<file path="src/rtl/arb_pkg.sv">
// Shared constants and state type for the 8-way priority arbiter.
package arb_pkg;

   localparam int unsigned NUM_REQ = 8;
   localparam int unsigned ID_W    = 3;

   typedef enum logic {
      IDLE  = 1'b0,
      GRANT = 1'b1
   } state_e;

endpackage

</file>
<file path="src/rtl/arb_prio_enc.sv">
// Combinational 8-to-3 encoder: returns the highest-index asserted bit.
module arb_prio_enc
   import arb_pkg::*;
(
   input  logic [NUM_REQ-1:0] req_vec,
   output logic [ID_W-1:0]    idx,
   output logic               valid
);

   // Ascending scan; the last set bit seen (highest index) wins
   always_comb begin
      idx   = '0;
      valid = 1'b0;
      for (int unsigned i = 0; i < NUM_REQ; i++) begin
         if (req_vec[i]) begin
            idx   = ID_W'(i);
            valid = 1'b1;
         end
      end
   end

endmodule

</file>
<file path="src/rtl/priority_arbiter_8.sv">
// 8-requester arbiter: fixed or round-robin priority, registered one-hot
// grant, optional hold limit with a timeout pulse on forced release.
module priority_arbiter_8
   import arb_pkg::*;
#(
   parameter int unsigned MAX_HOLD = 16
)
(
   input  logic               clk,
   input  logic               rst,
   input  logic [NUM_REQ-1:0] req,
   input  logic               mode,
   output logic [NUM_REQ-1:0] gnt,
   output logic [ID_W-1:0]    gnt_id,
   output logic               gnt_valid,
   output logic               timeout
);

   localparam int unsigned      CNT_W   = (MAX_HOLD > 1) ? $clog2(MAX_HOLD) : 1;
   localparam logic [CNT_W-1:0] CNT_MAX = (MAX_HOLD > 0) ? CNT_W'(MAX_HOLD - 1) : '1;

   state_e             state_q, state_d;
   logic [NUM_REQ-1:0] gnt_q, gnt_d;
   logic [ID_W-1:0]    gnt_id_q, gnt_id_d;
   logic               timeout_q, timeout_d;
   logic [CNT_W-1:0]   hold_cnt_q, hold_cnt_d;
   logic [ID_W-1:0]    last_id_q, last_id_d;

   logic [ID_W-1:0]    rr_start;
   logic [NUM_REQ-1:0] rot_req;
   logic [NUM_REQ-1:0] enc_in;
   logic [ID_W-1:0]    enc_idx;
   logic               enc_valid;
   logic [ID_W-1:0]    win_id;

   // Rotate so the round-robin start index lands on bit 7; the shared
   // highest-index encoder then performs the descending, wrapping search
   always_comb begin
      rr_start = last_id_q - ID_W'(1);
      rot_req  = '0;
      for (int unsigned j = 0; j < NUM_REQ; j++) begin
         rot_req[j] = req[ID_W'(j) + rr_start + ID_W'(1)];
      end
      enc_in = mode ? rot_req : req;
   end

   arb_prio_enc u_enc (
      .req_vec (enc_in),
      .idx     (enc_idx),
      .valid   (enc_valid)
   );

   // Map the encoder result back to a real requester index
   always_comb begin
      win_id = mode ? (enc_idx + rr_start + ID_W'(1)) : enc_idx;
   end

   // State and datapath registers
   always_ff @(posedge clk) begin
      if (rst) begin
         state_q    <= IDLE;
         gnt_q      <= '0;
         gnt_id_q   <= '0;
         timeout_q  <= 1'b0;
         hold_cnt_q <= '0;
         last_id_q  <= '0;
      end else begin
         state_q    <= state_d;
         gnt_q      <= gnt_d;
         gnt_id_q   <= gnt_id_d;
         timeout_q  <= timeout_d;
         hold_cnt_q <= hold_cnt_d;
         last_id_q  <= last_id_d;
      end
   end

   // Next-state: arbitrate in IDLE, hold or release in GRANT
   always_comb begin
      state_d    = state_q;
      gnt_d      = gnt_q;
      gnt_id_d   = gnt_id_q;
      timeout_d  = 1'b0;
      hold_cnt_d = hold_cnt_q;
      last_id_d  = last_id_q;
      case (state_q)
         IDLE: begin
            gnt_d      = '0;
            gnt_id_d   = '0;
            hold_cnt_d = '0;
            if (enc_valid) begin
               state_d   = GRANT;
               gnt_d     = NUM_REQ'(1) << win_id;
               gnt_id_d  = win_id;
               last_id_d = win_id;
            end
         end
         GRANT: begin
            // A dropped request outranks the hold limit, so a coincident
            // release is treated as normal and raises no timeout
            if (!req[gnt_id_q]) begin
               state_d    = IDLE;
               gnt_d      = '0;
               gnt_id_d   = '0;
               hold_cnt_d = '0;
            end else if ((MAX_HOLD != 0) && (hold_cnt_q == CNT_MAX)) begin
               state_d    = IDLE;
               gnt_d      = '0;
               gnt_id_d   = '0;
               hold_cnt_d = '0;
               timeout_d  = 1'b1;
            end else if (hold_cnt_q != CNT_MAX) begin
               hold_cnt_d = hold_cnt_q + CNT_W'(1);
            end
         end
         default: begin
            state_d = IDLE;
         end
      endcase
   end

   // Outputs come straight from registers
   always_comb begin
      gnt       = gnt_q;
      gnt_id    = gnt_id_q;
      gnt_valid = |gnt_q;
      timeout   = timeout_q;
   end

endmodule

</file>
<file path="config.mk">
export PLATFORM = sky130hd
export DESIGN_NAME = priority_arbiter_8
export DESIGN_NICKNAME = d
export VERILOG_FILES = /design/src/rtl/arb_pkg.sv /design/src/rtl/arb_prio_enc.sv /design/src/rtl/priority_arbiter_8.sv
export SDC_FILE = /design/constraint.sdc
export NUM_CORES = 1
export LEC_CHECK = 0
export CORE_UTILIZATION = 45
export DETAILED_ROUTE_END_ITERATION = 12
export GPL_ROUTABILITY_DRIVEN = 0
export PLACE_DENSITY = 0.67
export SYNTH_ARGS = -nofsm -noshare
export SYNTH_HDL_FRONTEND = slang
export SYNTH_HIERARCHICAL = 1
export SYNTH_SLANG_ARGS = --single-unit
</file>
<file path="constraint.sdc">
create_clock -name clk -period 12.28 [get_ports clk]
set_clock_uncertainty 0.15 [all_clocks]
set_input_delay 1.228 -clock clk [delete_from_list [all_inputs] [get_ports clk]]
set_output_delay 1.228 -clock clk [all_outputs]
set_load 0.02 [all_outputs]
</file>
==> impl_metrics.json, run 1 <==
{
  "launching_point_of_the_worst_reg2reg_path": "last_id_q[0]$_SDFFE_PP0P_",
  "drt-total-wl_um": 3010,
  "vias_per_cell": 6.04,
  "achievable_frequency_mhz": 221,
  "antenna_violations_before_repair": 0,
  "n_fill_cell": 259,
  "seqCellArea_um2": 400,
  "layout-area-overhead-vs-synth_pct": 20.5,
  "r2r_cells": 13,
  "min-delay-path-class": "reg -> reg",
  "postSynth.asyncResetShare_pct": 0,
  "cp.required_ps": 12380,
  "drtAntennaViolNets": 0,
  "outcome": "complete, no violations",
  "yosysUniqueCellTypes": 38,
  "timing.final.crit_share_pct": 36.8,
  "r2r_end": "gnt[3]$_SDFFE_PP0P_",
  "worst-r2r-setup-slack_ps": 7760,
  "worst_ep_arrival_time_ps": 4610,
  "clk_pin_slew_worst_paths_ps": 110,
  "cts_repair_resize_count": 0,
  "grt_setup_unrepaired": "false",
  "floorplan.rows": 19,
  "io_pins": 24,
  "tritoncts_num_sinks": 20,
  "critPathCaptureType": "register",
  "ys_warn_count": 6,
  "worst-setup-path-type": "reg -> reg",
  "port_buffers": 23,
  "post_drt_wl_per_cell_um": 15.7,
  "grt_pass1_wl_um": 5140,
  "detailedPlacementHpwl_um": 2370,
  "timing_hold_violations_final": 0,
  "critical_path.slowest_cell": "dfxtp_1",
  "critPathLaunchType": "register",
  "fin_nets": 179,
  "finish.cell_count_without_fillers": 192,
  "die_area_um2": 3350,
  "aggregate_negative_setup_slack_ps": 0,
  "synth.largest_area_cell": "dfxtp_1",
  "drive_above_1_share_pct": 11.8,
  "dpl.cell_count": 188,
  "n_antenna_cell": 0,
  "multiInputGateArea_um2": 948,
  "worst_path_largest_cell_delay_ps": 730,
  "setup-violations-final": 0,
  "relative_slew_slack_pct": 55.6,
  "syn_avg_cell_area_um2": 10.0,
  "cts_tree": "yes",
  "number_of_enable_type_register_cells_in_the_synthesized_netlist": 0,
  "worstPathMaxFanout": 13,
  "cp_num_buf_inv": 2,
  "groute.usage.overall_pct": 19.8,
  "netlist_area_um2": 1410,
  "cts-root-buf": "clkbuf_4",
  "tritoncts.num_buffers": 3,
  "yosys_register_bits": 20,
  "ys_top_cells_by_area": "dfxtp_1 (28%), mux4_2 (13%), mux2i_1 (6.4%)",
  "final.setup.worst_slack_ps": 7760,
  "post_synth_inst_count": 140,
  "ys_seq_area_share_pct": 28.5,
  "pre_cts_slack_ps": 7560,
  "max_slew.worst_pin.slew_ps": 664,
  "dieHeight_um": 57.9,
  "floorplan.die.width_um": 57.9,
  "floorplan.initialDensity_pct": 49.3,
  "clock_latency_ps": 300,
  "grt_pass1_vias": 1047,
  "overflow": 0,
  "post_cts_buffers": 0,
  "vias_post_dr": 1159,
  "worstHoldStart": "hold_cnt_q[0]$_SDFF_PP0_",
  "cts_htree_levels": 1,
  "slew_violations": 0,
  "power_per_cell_area_nw_per_um2": 275,
  "final.min_clock_period_ps": 4520,
  "dr.pass1.iters": 6,
  "hold_path_sink": "hold_cnt_q[0]$_SDFF_PP0_",
  "synthDominantCellAreaShare_pct": 28.5,
  "syn-num-nets": 157,
  "synth_flop_cell": "dfxtp_1",
  "fp.coreArea_um2": 2850,
  "cellLeakagePower_nw": 0.667,
  "largest_net_degree_at_the_start_of_global_routing": 22,
  "clock_path_buffers": 2,
  "crit_family": "adder cells",
  "cts.hold.buffers_added": 0,
  "path_cells": "inv_1 -> ha_1 -> mux4_2 -> mux2i_1 -> a21oi_1 -> o31ai_1 -> inv_1 -> ha_1 -> fa_1 -> xnor3_1 -> nand2_1 -> xor2_2 -> a32o_1",
  "max-vdd-ir-drop_mv": 0.130,
  "whs_path_depth": 1,
  "max_cap_violations": 0,
  "post-route-drc-count": 0,
  "dr.first_iter.drc_count": 52
}
-- per-stage QoR --
step | hold WS (ps) | util, % | cell area [um2] | power, mW
2_1_floorplan | 283 | - | 1410 | 0.337
3_3_place_gp | 301 | 57.5 | 1640 | 0.408
3_5_place_dp | 311 | 57.5 | 1640 | 0.413
4_1_cts | 331 | 59.3 | 1690 | 0.467
5_1_grt | 352 | 59.3 | 1690 | 0.502
6_report | 327 | 59.3 | 1690 | 0.465
-- synth_stat cells (3+ instances only) --
cell and n:
xnor2_1 4, nor2_1 17, buf_2 3, nor2b_1 3
mux2i_1 9, ha_1 5, a21oi_1 11, and3_1 3
dfxtp_1 20, a211oi_1 3, o2bb2ai_1 5, nand2_1 7
inv_1 5, mux4_2 8, nand3_1 4
-- registers in the layout, summed over array words and instances, names as in the netlist --
| name | cells |
|---|---|
| gnt | 8 |
| hold_cnt_q | 4 |
| gnt_id | 3 |
| last_id_q | 3 |
| state_q | 1 |
| timeout | 1 |
-- area by class of cell --
cell class	instances	area share [%]
clock inverter	1	1.77
sequential	20	23.7
timing repair buffer	23	13.6
inverter	6	1.33
multi-input combinational	108	56.0
tap	31	2.29
clock buffer	3	1.33
-- cells by family after synthesis --
kind of cell             count (synthesis)  share of synthesized area (%)
AND/OR/NAND/NOR                         44                           15.0
buffers and inverters                   12                           4.01
multiplexers                            22                           26.2
XOR/XNOR                                 8                           6.50
AO/OA/AOI/OAI                           28                           14.0
adder cells (fa/ha/maj)                  6                           5.88
flip-flops                              20                           28.5
-- power by group --
| group | total (mW) | switching, mW | internal [mW] |
|---|---|---|---|
| Sequential | 0.109 | 0.0257 | 0.0830 |
| Combinational | 0.303 | 0.154 | 0.149 |
| Clock | 0.0525 | 0.0195 | 0.0330 |
-- layer usage --
metal,vias to the layer above,share of wire [%],track usage (%)
li1,565,-,-
met1,558,47,29.4
met2,32,47,29.9
met3,4,4.3,2.90
met4,0,1.3,6.12
met5,-,0,0
-- placed cells by master, fill, tap and decap left out, types with 3 or more instances in the layout --
| cell type | count |
|---|---|
| mux4_2 | 8 |
| nor2_1 | 17 |
| mux2i_1 | 9 |
| ha_1 | 5 |
| nor2b_1 | 3 |
| and3_1 | 3 |
| nand3_1 | 4 |
| inv_1 | 5 |
| clkdlybuf4s50_1 | 23 |
| a21oi_1 | 11 |
| clkbuf_4 | 3 |
| dfxtp_1 | 20 |
| nand2_1 | 7 |
| a211oi_1 | 3 |
| xnor2_1 | 4 |
| o2bb2ai_1 | 5 |
-- worst max path at each step --
| stage | start | to | slack [ps] | depth (start not counted) |
|---|---|---|---|---|
| floorplan | mode | gnt[1]$_SDFFE_PP0P_ | 8350 | 13 |
| global placement | req[7] | gnt[1]$_SDFFE_PP0P_ | 7650 | 14 |
| detailed placement | req[4] | gnt[3]$_SDFFE_PP0P_ | 7560 | 14 |
| CTS | last_id_q[0]$_SDFFE_PP0P_ | gnt[3]$_SDFFE_PP0P_ | 7740 | 13 |
| global route | last_id_q[0]$_SDFFE_PP0P_ | gnt[1]$_SDFFE_PP0P_ | 7420 | 13 |
| finish | last_id_q[0]$_SDFFE_PP0P_ | gnt[3]$_SDFFE_PP0P_ | 7760 | 13 |
(Power assumes the default switching activity.)
==> run 2, diff against run 1 <==
--- a/config.mk
+++ b/config.mk
@@ -8,7 +8,7 @@
 export CORE_UTILIZATION = 45
 export DETAILED_ROUTE_END_ITERATION = 12
 export GPL_ROUTABILITY_DRIVEN = 0
-export PLACE_DENSITY = 0.67
+export PLACE_DENSITY = 0.69
 export SYNTH_ARGS = -nofsm -noshare
 export SYNTH_HDL_FRONTEND = slang
 export SYNTH_HIERARCHICAL = 1
==> constraint.sdc (replaced) <==
create_clock -name clk -period 3.91 [get_ports clk]
set_clock_uncertainty 0.15 [all_clocks]
set_input_delay 0.391 -clock clk [delete_from_list [all_inputs] [get_ports clk]]
set_output_delay 0.391 -clock clk [all_outputs]
set_load 0.02 [all_outputs]
==> run 2 against run 1 <==
Net effect:
- the flow now finishes with violations (design-rule violations)
- sequential share of layout area decreased by 1.4 points
- non-clock buffer count increased by 11
- clock power increased to 3.3 times the previous value
- final cell count increased by 5.7%
- highest routed layer unchanged
==> impl_metrics.json, run 2 (synthesis gave the netlist of run 1 again) <==
{
  "tritoncts.num_buffers": 3,
  "slew_violations": 0,
  "antenna_violations_before_repair": 0,
  "grt_setup_unrepaired": "false",
  "post-route-drc-count": 2,
  "die_area_um2": 3350,
  "port_buffers": 23,
  "drive_above_1_share_pct": 20.9,
  "largest_net_degree_at_the_start_of_global_routing": 18,
  "worstPathMaxFanout": 5,
  "cts-root-buf": "clkbuf_4",
  "setup-violations-final": 0,
  "drt-total-wl_um": 3340,
  "vias_post_dr": 1206,
  "grt_pass1_vias": 1238,
  "critical_path.slowest_cell": "mux4_2",
  "groute.usage.overall_pct": 22.1,
  "path_common_cell": "inv_1",
  "layout.cell_area.non_filler_um2": 1810,
  "totalPowerFinal_mw": 1.63,
  "relative_slew_slack_pct": 64.5,
  "dr.first_iter.drc_count": 30,
  "path_cells": "inv_1 -> ha_4 -> buf_4 -> mux4_2 -> mux2i_2 -> a21oi_1 -> a21oi_2 -> o31ai_2 -> inv_1 -> ha_1 -> fa_1 -> mux2_2 -> and3_1 -> a22o_1",
  "io_pins": 24,
  "n_antenna_cell": 0,
  "outcome": "finished with violations",
  "placement.cell_area_um2": 1720,
  "floorplan.die.width_um": 57.9,
  "timing.final.crit_share_pct": 94.9,
  "worst-setup-path-type": "reg -> reg",
  "r2r_cells": 14,
  "drtAntennaViolNets": 0,
  "r2r_end": "gnt[0]$_SDFFE_PP0P_",
  "cp.required_ps": 3970,
  "cellLeakagePower_nw": 0.718,
  "whs_path_depth": 1,
  "clock_path_buffers": 2,
  "most_common_cell_after_layout_fill_and_taps_aside": "clkdlybuf4s50_1",
  "dr.pass1.iters": 8,
  "post_cts_buffers": 0,
  "cts_repair_resize_count": 0,
  "min-delay-path-class": "reg -> reg",
  "finish.cell_count_without_fillers": 203,
  "fp.coreArea_um2": 2850,
  "worstHoldStart": "hold_cnt_q[0]$_SDFF_PP0_",
  "failed_checks": "design-rule violations",
  "floorplan.rows": 19,
  "max_cap_violations": 0,
  "clk_pin_slew_worst_paths_ps": 120,
  "max_slew.worst_pin.slew_ps": 532,
  "worst-r2r-setup-slack_ps": 200,
  "critPathLaunchType": "register",
  "critPathCaptureType": "register",
  "post_drt_wl_per_cell_um": 16.4,
  "achievable_frequency_mhz": 269,
  "launching_point_of_the_worst_reg2reg_path": "last_id_q[1]$_SDFFE_PP0P_",
  "cts.hold.buffers_added": 0,
  "final_cell_mix": "clkdlybuf4s50_1 (23), dfxtp_1 (19), nor2_1 (17)",
  "final.min_clock_period_ps": 3710,
  "overflow": 0,
  "grt_pass1_wl_um": 5830,
  "worst_ep_arrival_time_ps": 3770,
  "detailedPlacementHpwl_um": 2640,
  "vias_per_cell": 5.94,
  "floorplan.initialDensity_pct": 49.3,
  "crit_start": "last_id_q[1]$_SDFFE_PP0P_",
  "dieHeight_um": 57.9,
  "hold_path_sink": "hold_cnt_q[0]$_SDFF_PP0_",
  "max-vdd-ir-drop_mv": 0.392,
  "tritoncts_num_sinks": 20,
  "cts_tree": "yes",
  "layout-area-overhead-vs-synth_pct": 28.5,
  "fin_nets": 190,
  "power_per_cell_area_nw_per_um2": 905,
  "dpl.cell_count": 199,
  "worst_path_largest_cell_delay_ps": 530,
  "largest_reg_flops": 8,
  "cts_htree_levels": 1,
  "clock_latency_ps": 300,
  "timing_hold_violations_final": 0
}
run 2: cell types whose count changed in the layout (fill, tap and decap cells not counted):
cell     change
buf_4       +11
mux2i_1      -2
mux2i_2      +2
a21oi_1      -1
a21oi_2      +1
dfxtp_1      -1
dfxtp_2      +1
ha_1         -1
ha_4         +1
o31ai_1      -1
o31ai_2      +1
run 2: cell type report:
class                           instances  area (um2)
Clock buffer                            3        22.5
Timing Repair Buffer                   34         313
Clock inverter                          1        30.0
Sequential cell                        20         402
Multi-Input combinational cell        108         977
Fill cell                             237        1050
Tap cell                               31        38.8
Inverter                                6        22.5
run 2: how the worst max path moves through the flow:
| stage | endpoint | cells after the start | slack [ps] |
|---|---|---|---|
| floorplan | gnt[3]$_SDFFE_PP0P_ | 17 | 60 |
| finish | gnt[0]$_SDFFE_PP0P_ | 14 | 200 |
| global placement | gnt[1]$_SDFFE_PP0P_ | 13 | 140 |
| global route | gnt[3]$_SDFFE_PP0P_ | 14 | 20 |
| CTS | gnt[3]$_SDFFE_PP0P_ | 14 | 50 |
| detailed placement | gnt[3]$_SDFFE_PP0P_ | 13 | -0.06 |
run 2: metrics by stage:
stage / hold WS, ps / TNS, ps / utilization [%] / setup slack, ps
floorplan: 283 / 0 / - / 57.7
global placement: 301 / 0 / 60.4 / 139
detailed placement: 319 / -0.0635 / 60.4 / -0.0635
CTS: 335 / 0 / 62.2 / 52.2
global route: 357 / 0 / 63.3 / 21.4
finish: 339 / 0 / 63.3 / 198
run 2: critical path: cells and delay by family (launching register included):
| family | cells | cell delay, ps |
|---|---|---|
| adder cells (fa/ha/maj) | 3 | 940 |
| buffers and inverters | 3 | 300 |
| AND/OR/NAND/NOR | 1 | 200 |
| flip-flops | 1 | 380 |
| AO/OA/AOI/OAI | 4 | 610 |
| multiplexers | 3 | 1060 |
run 2: where the power goes:
group	total (mW)	switching (mW)	internal [mW]	leakage [nW]
clock	0.171	0.0672	0.104	0.0279
combinational	1.14	0.569	0.575	0.526
sequential	0.318	0.0564	0.262	0.164
total	1.63	0.693	0.941	0.718
run 2: routing by layer:
metal / global-route usage, % / share of wire (%) / vias up
met5: 0 / 0 / -
met2: 36.6 / 50 / 24
li1: - / - / 592
met4: 5.78 / 0.75 / 0
met1: 30.8 / 46 / 588
met3: 2.46 / 3.2 / 2
==> run 3, diff against run 2 <==
--- a/config.mk
+++ b/config.mk
@@ -8,7 +8,7 @@
 export CORE_UTILIZATION = 45
 export DETAILED_ROUTE_END_ITERATION = 12
 export GPL_ROUTABILITY_DRIVEN = 0
-export PLACE_DENSITY = 0.69
+export PLACE_DENSITY = 0.67
 export SYNTH_ARGS = -nofsm -noshare
 export SYNTH_HDL_FRONTEND = slang
 export SYNTH_HIERARCHICAL = 1
==> constraint.sdc (replaced) <==
create_clock -name clk -period 4.1 [get_ports clk]
set_clock_uncertainty 0.15 [all_clocks]
set_input_delay 0.41 -clock clk [delete_from_list [all_inputs] [get_ports clk]]
set_output_delay 0.41 -clock clk [all_outputs]
set_load 0.02 [all_outputs]
==> run 3 against run 2 <==
Net effect:
- the run still ends with design-rule violations left
- flip-flop and latch count did not move
- sequential power shrank 3%
- wire length down 5.9%
- clock power is 47% lower
- worst setup slack improved by 140 ps
- count of clock-buffer cells in the layout stayed put
- first-iteration DRC count is 40% higher
- fmax decreased by 1.4%
- via count shrank 2.8%
- critical path depth grew 1
- worst hold slack worse by 15 ps
- largest cell class unchanged
- largest power group unchanged
- highest routed layer unchanged
==> impl_metrics.json, run 3 (synthesis gave the netlist of run 1 again) <==
{
  "antenna_violations_before_repair": 0,
  "crit_start": "last_id_q[1]$_SDFFE_PP0P_",
  "max-vdd-ir-drop_mv": 0.415,
  "achievable_frequency_mhz": 266,
  "min-delay-path-class": "reg -> reg",
  "tritoncts.num_buffers": 3,
  "largest_reg_flops": 8,
  "layout-area-overhead-vs-synth_pct": 21.5,
  "cp.required_ps": 4150,
  "max_slew.worst_pin.slew_ps": 501,
  "final_cell_mix": "clkdlybuf4s50_1 (23), dfxtp_1 (20), nor2_1 (17)",
  "fp.coreArea_um2": 2850,
  "max_cap_violations": 0,
  "worst-r2r-setup-slack_ps": 330,
  "relative_slew_slack_pct": 66.5,
  "failed_checks": "design-rule violations",
  "floorplan.initialDensity_pct": 49.3,
  "aggregate_negative_setup_slack_ps": 0,
  "largest_net_degree_at_the_start_of_global_routing": 18,
  "n_antenna_cell": 0,
  "post_drt_wl_per_cell_um": 16.1,
  "io_pins": 24,
  "detailedPlacementHpwl_um": 2470,
  "pre_cts_slack_ps": 228,
  "post-route-drc-count": 1,
  "vias_per_cell": 6.01,
  "cts-root-buf": "clkbuf_4",
  "grt_pass1_vias": 1098,
  "critPathLaunchType": "register",
  "clock_latency_ps": 300,
  "setup-violations-final": 0,
  "dieHeight_um": 57.9,
  "launching_point_of_the_worst_reg2reg_path": "last_id_q[1]$_SDFFE_PP0P_",
  "vias_post_dr": 1172,
  "drive_above_1_share_pct": 14.0,
  "drt-total-wl_um": 3140,
  "worstPathMaxFanout": 10,
  "floorplan.die.width_um": 57.9,
  "slew_violations": 0,
  "clk_pin_slew_worst_paths_ps": 100,
  "whs_path_depth": 1,
  "r2r_cells": 15,
  "floorplan.rows": 19,
  "drtAntennaViolNets": 0,
  "critPathCaptureType": "register",
  "dr.first_iter.drc_count": 42,
  "groute.usage.overall_pct": 21.1,
  "tritoncts_num_sinks": 20,
  "seqCellArea_um2": 400,
  "hold_path_sink": "hold_cnt_q[0]$_SDFF_PP0_",
  "multiInputGateArea_um2": 962,
  "dr.pass1.iters": 10,
  "worst-setup-path-type": "reg -> reg",
  "most_common_cell_after_layout_fill_and_taps_aside": "clkdlybuf4s50_1",
  "grt_setup_unrepaired": "false",
  "die_area_um2": 3350,
  "overflow": 0,
  "cts_htree_levels": 1,
  "final.setup.worst_slack_ps": 334,
  "cts.hold.buffers_added": 0,
  "r2r_end": "gnt[3]$_SDFFE_PP0P_",
  "worstHoldStart": "hold_cnt_q[0]$_SDFF_PP0_",
  "timing_hold_violations_final": 0,
  "outcome": "finished with violations",
  "cts_tree": "yes",
  "grt_pass1_wl_um": 5370,
  "port_buffers": 23,
  "power_per_cell_area_nw_per_um2": 807,
  "final.min_clock_period_ps": 3770,
  "cellLeakagePower_nw": 0.672,
  "clock_path_buffers": 2,
  "n_fill_cell": 243,
  "worst_ep_arrival_time_ps": 3810,
  "fin_nets": 183,
  "timing.final.crit_share_pct": 91.9
}
run 3: worst max path at each step:
| stage | endpoint | cells past startpoint |
|---|---|---|
| 6_report | gnt[3]$_SDFFE_PP0P_ | 15 |
| 5_1_grt | gnt[3]$_SDFFE_PP0P_ | 15 |
| 3_5_place_dp | gnt[3]$_SDFFE_PP0P_ | 14 |
| 4_1_cts | gnt[3]$_SDFFE_PP0P_ | 15 |
| 2_1_floorplan | gnt[1]$_SDFFE_PP0P_ | 17 |
| 3_3_place_gp | gnt[3]$_SDFFE_PP0P_ | 14 |
run 3: per-layer routing:
| metal | vias to the layer above | GRT usage (%) | share of wire (%) |
|---|---|---|---|
| li1 | 571 | - | - |
| met1 | 576 | 30.1 | 47 |
| met2 | 20 | 33.5 | 49 |
| met3 | 5 | 2.23 | 2.7 |
| met4 | 0 | 7.14 | 1.5 |
| met5 | - | 0 | 0 |
run 3: repair_timing:
action                                  CTS  global route
buffers inserted                          0             0
endpoints found under the hold margin     0             0
endpoints found under the setup margin    0            10
gates resized for setup                   0             2
run 3: worst max-delay path, stage by stage, from the launching register on:
cell and delay, ps:
dfxtp_1 380, inv_1 70, ha_2 420, mux4_2 540
mux2i_1 150, a21oi_1 110, clkinv_1 70, a21oi_1 60
o31ai_1 250, inv_1 80, ha_1 190, fa_1 370
xnor3_1 210, nand2_1 120, xor2_4 220, a32o_1 280
run 3: stage by stage:
stage	utilization (%)	cells	hold slack, ps	cell area [um2]	power (mW)
6_report	59.8	195	324	1710	1.38
5_1_grt	59.8	195	353	1710	1.49
4_1_cts	59.3	195	323	1690	1.36
3_5_place_dp	58.6	192	308	1670	1.27
3_3_place_gp	58.6	192	299	1670	1.25
2_1_floorplan	-	140	283	1410	1.01
run 3: area by class of cell:
class,instances,area share [%]
Timing Repair Buffer,27,15.2
Tap cell,31,2.27
Inverter,6,1.32
Multi-Input combinational cell,108,56.4
Sequential cell,20,23.5
Clock buffer,3,1.32
run 3: report_power, final:
group          internal, mW  switching [mW]  leakage (nW)  total (mW)
sequential            0.249          0.0605         0.164       0.309
combinational         0.482           0.496         0.495       0.978
clock                0.0343          0.0561        0.0138      0.0903
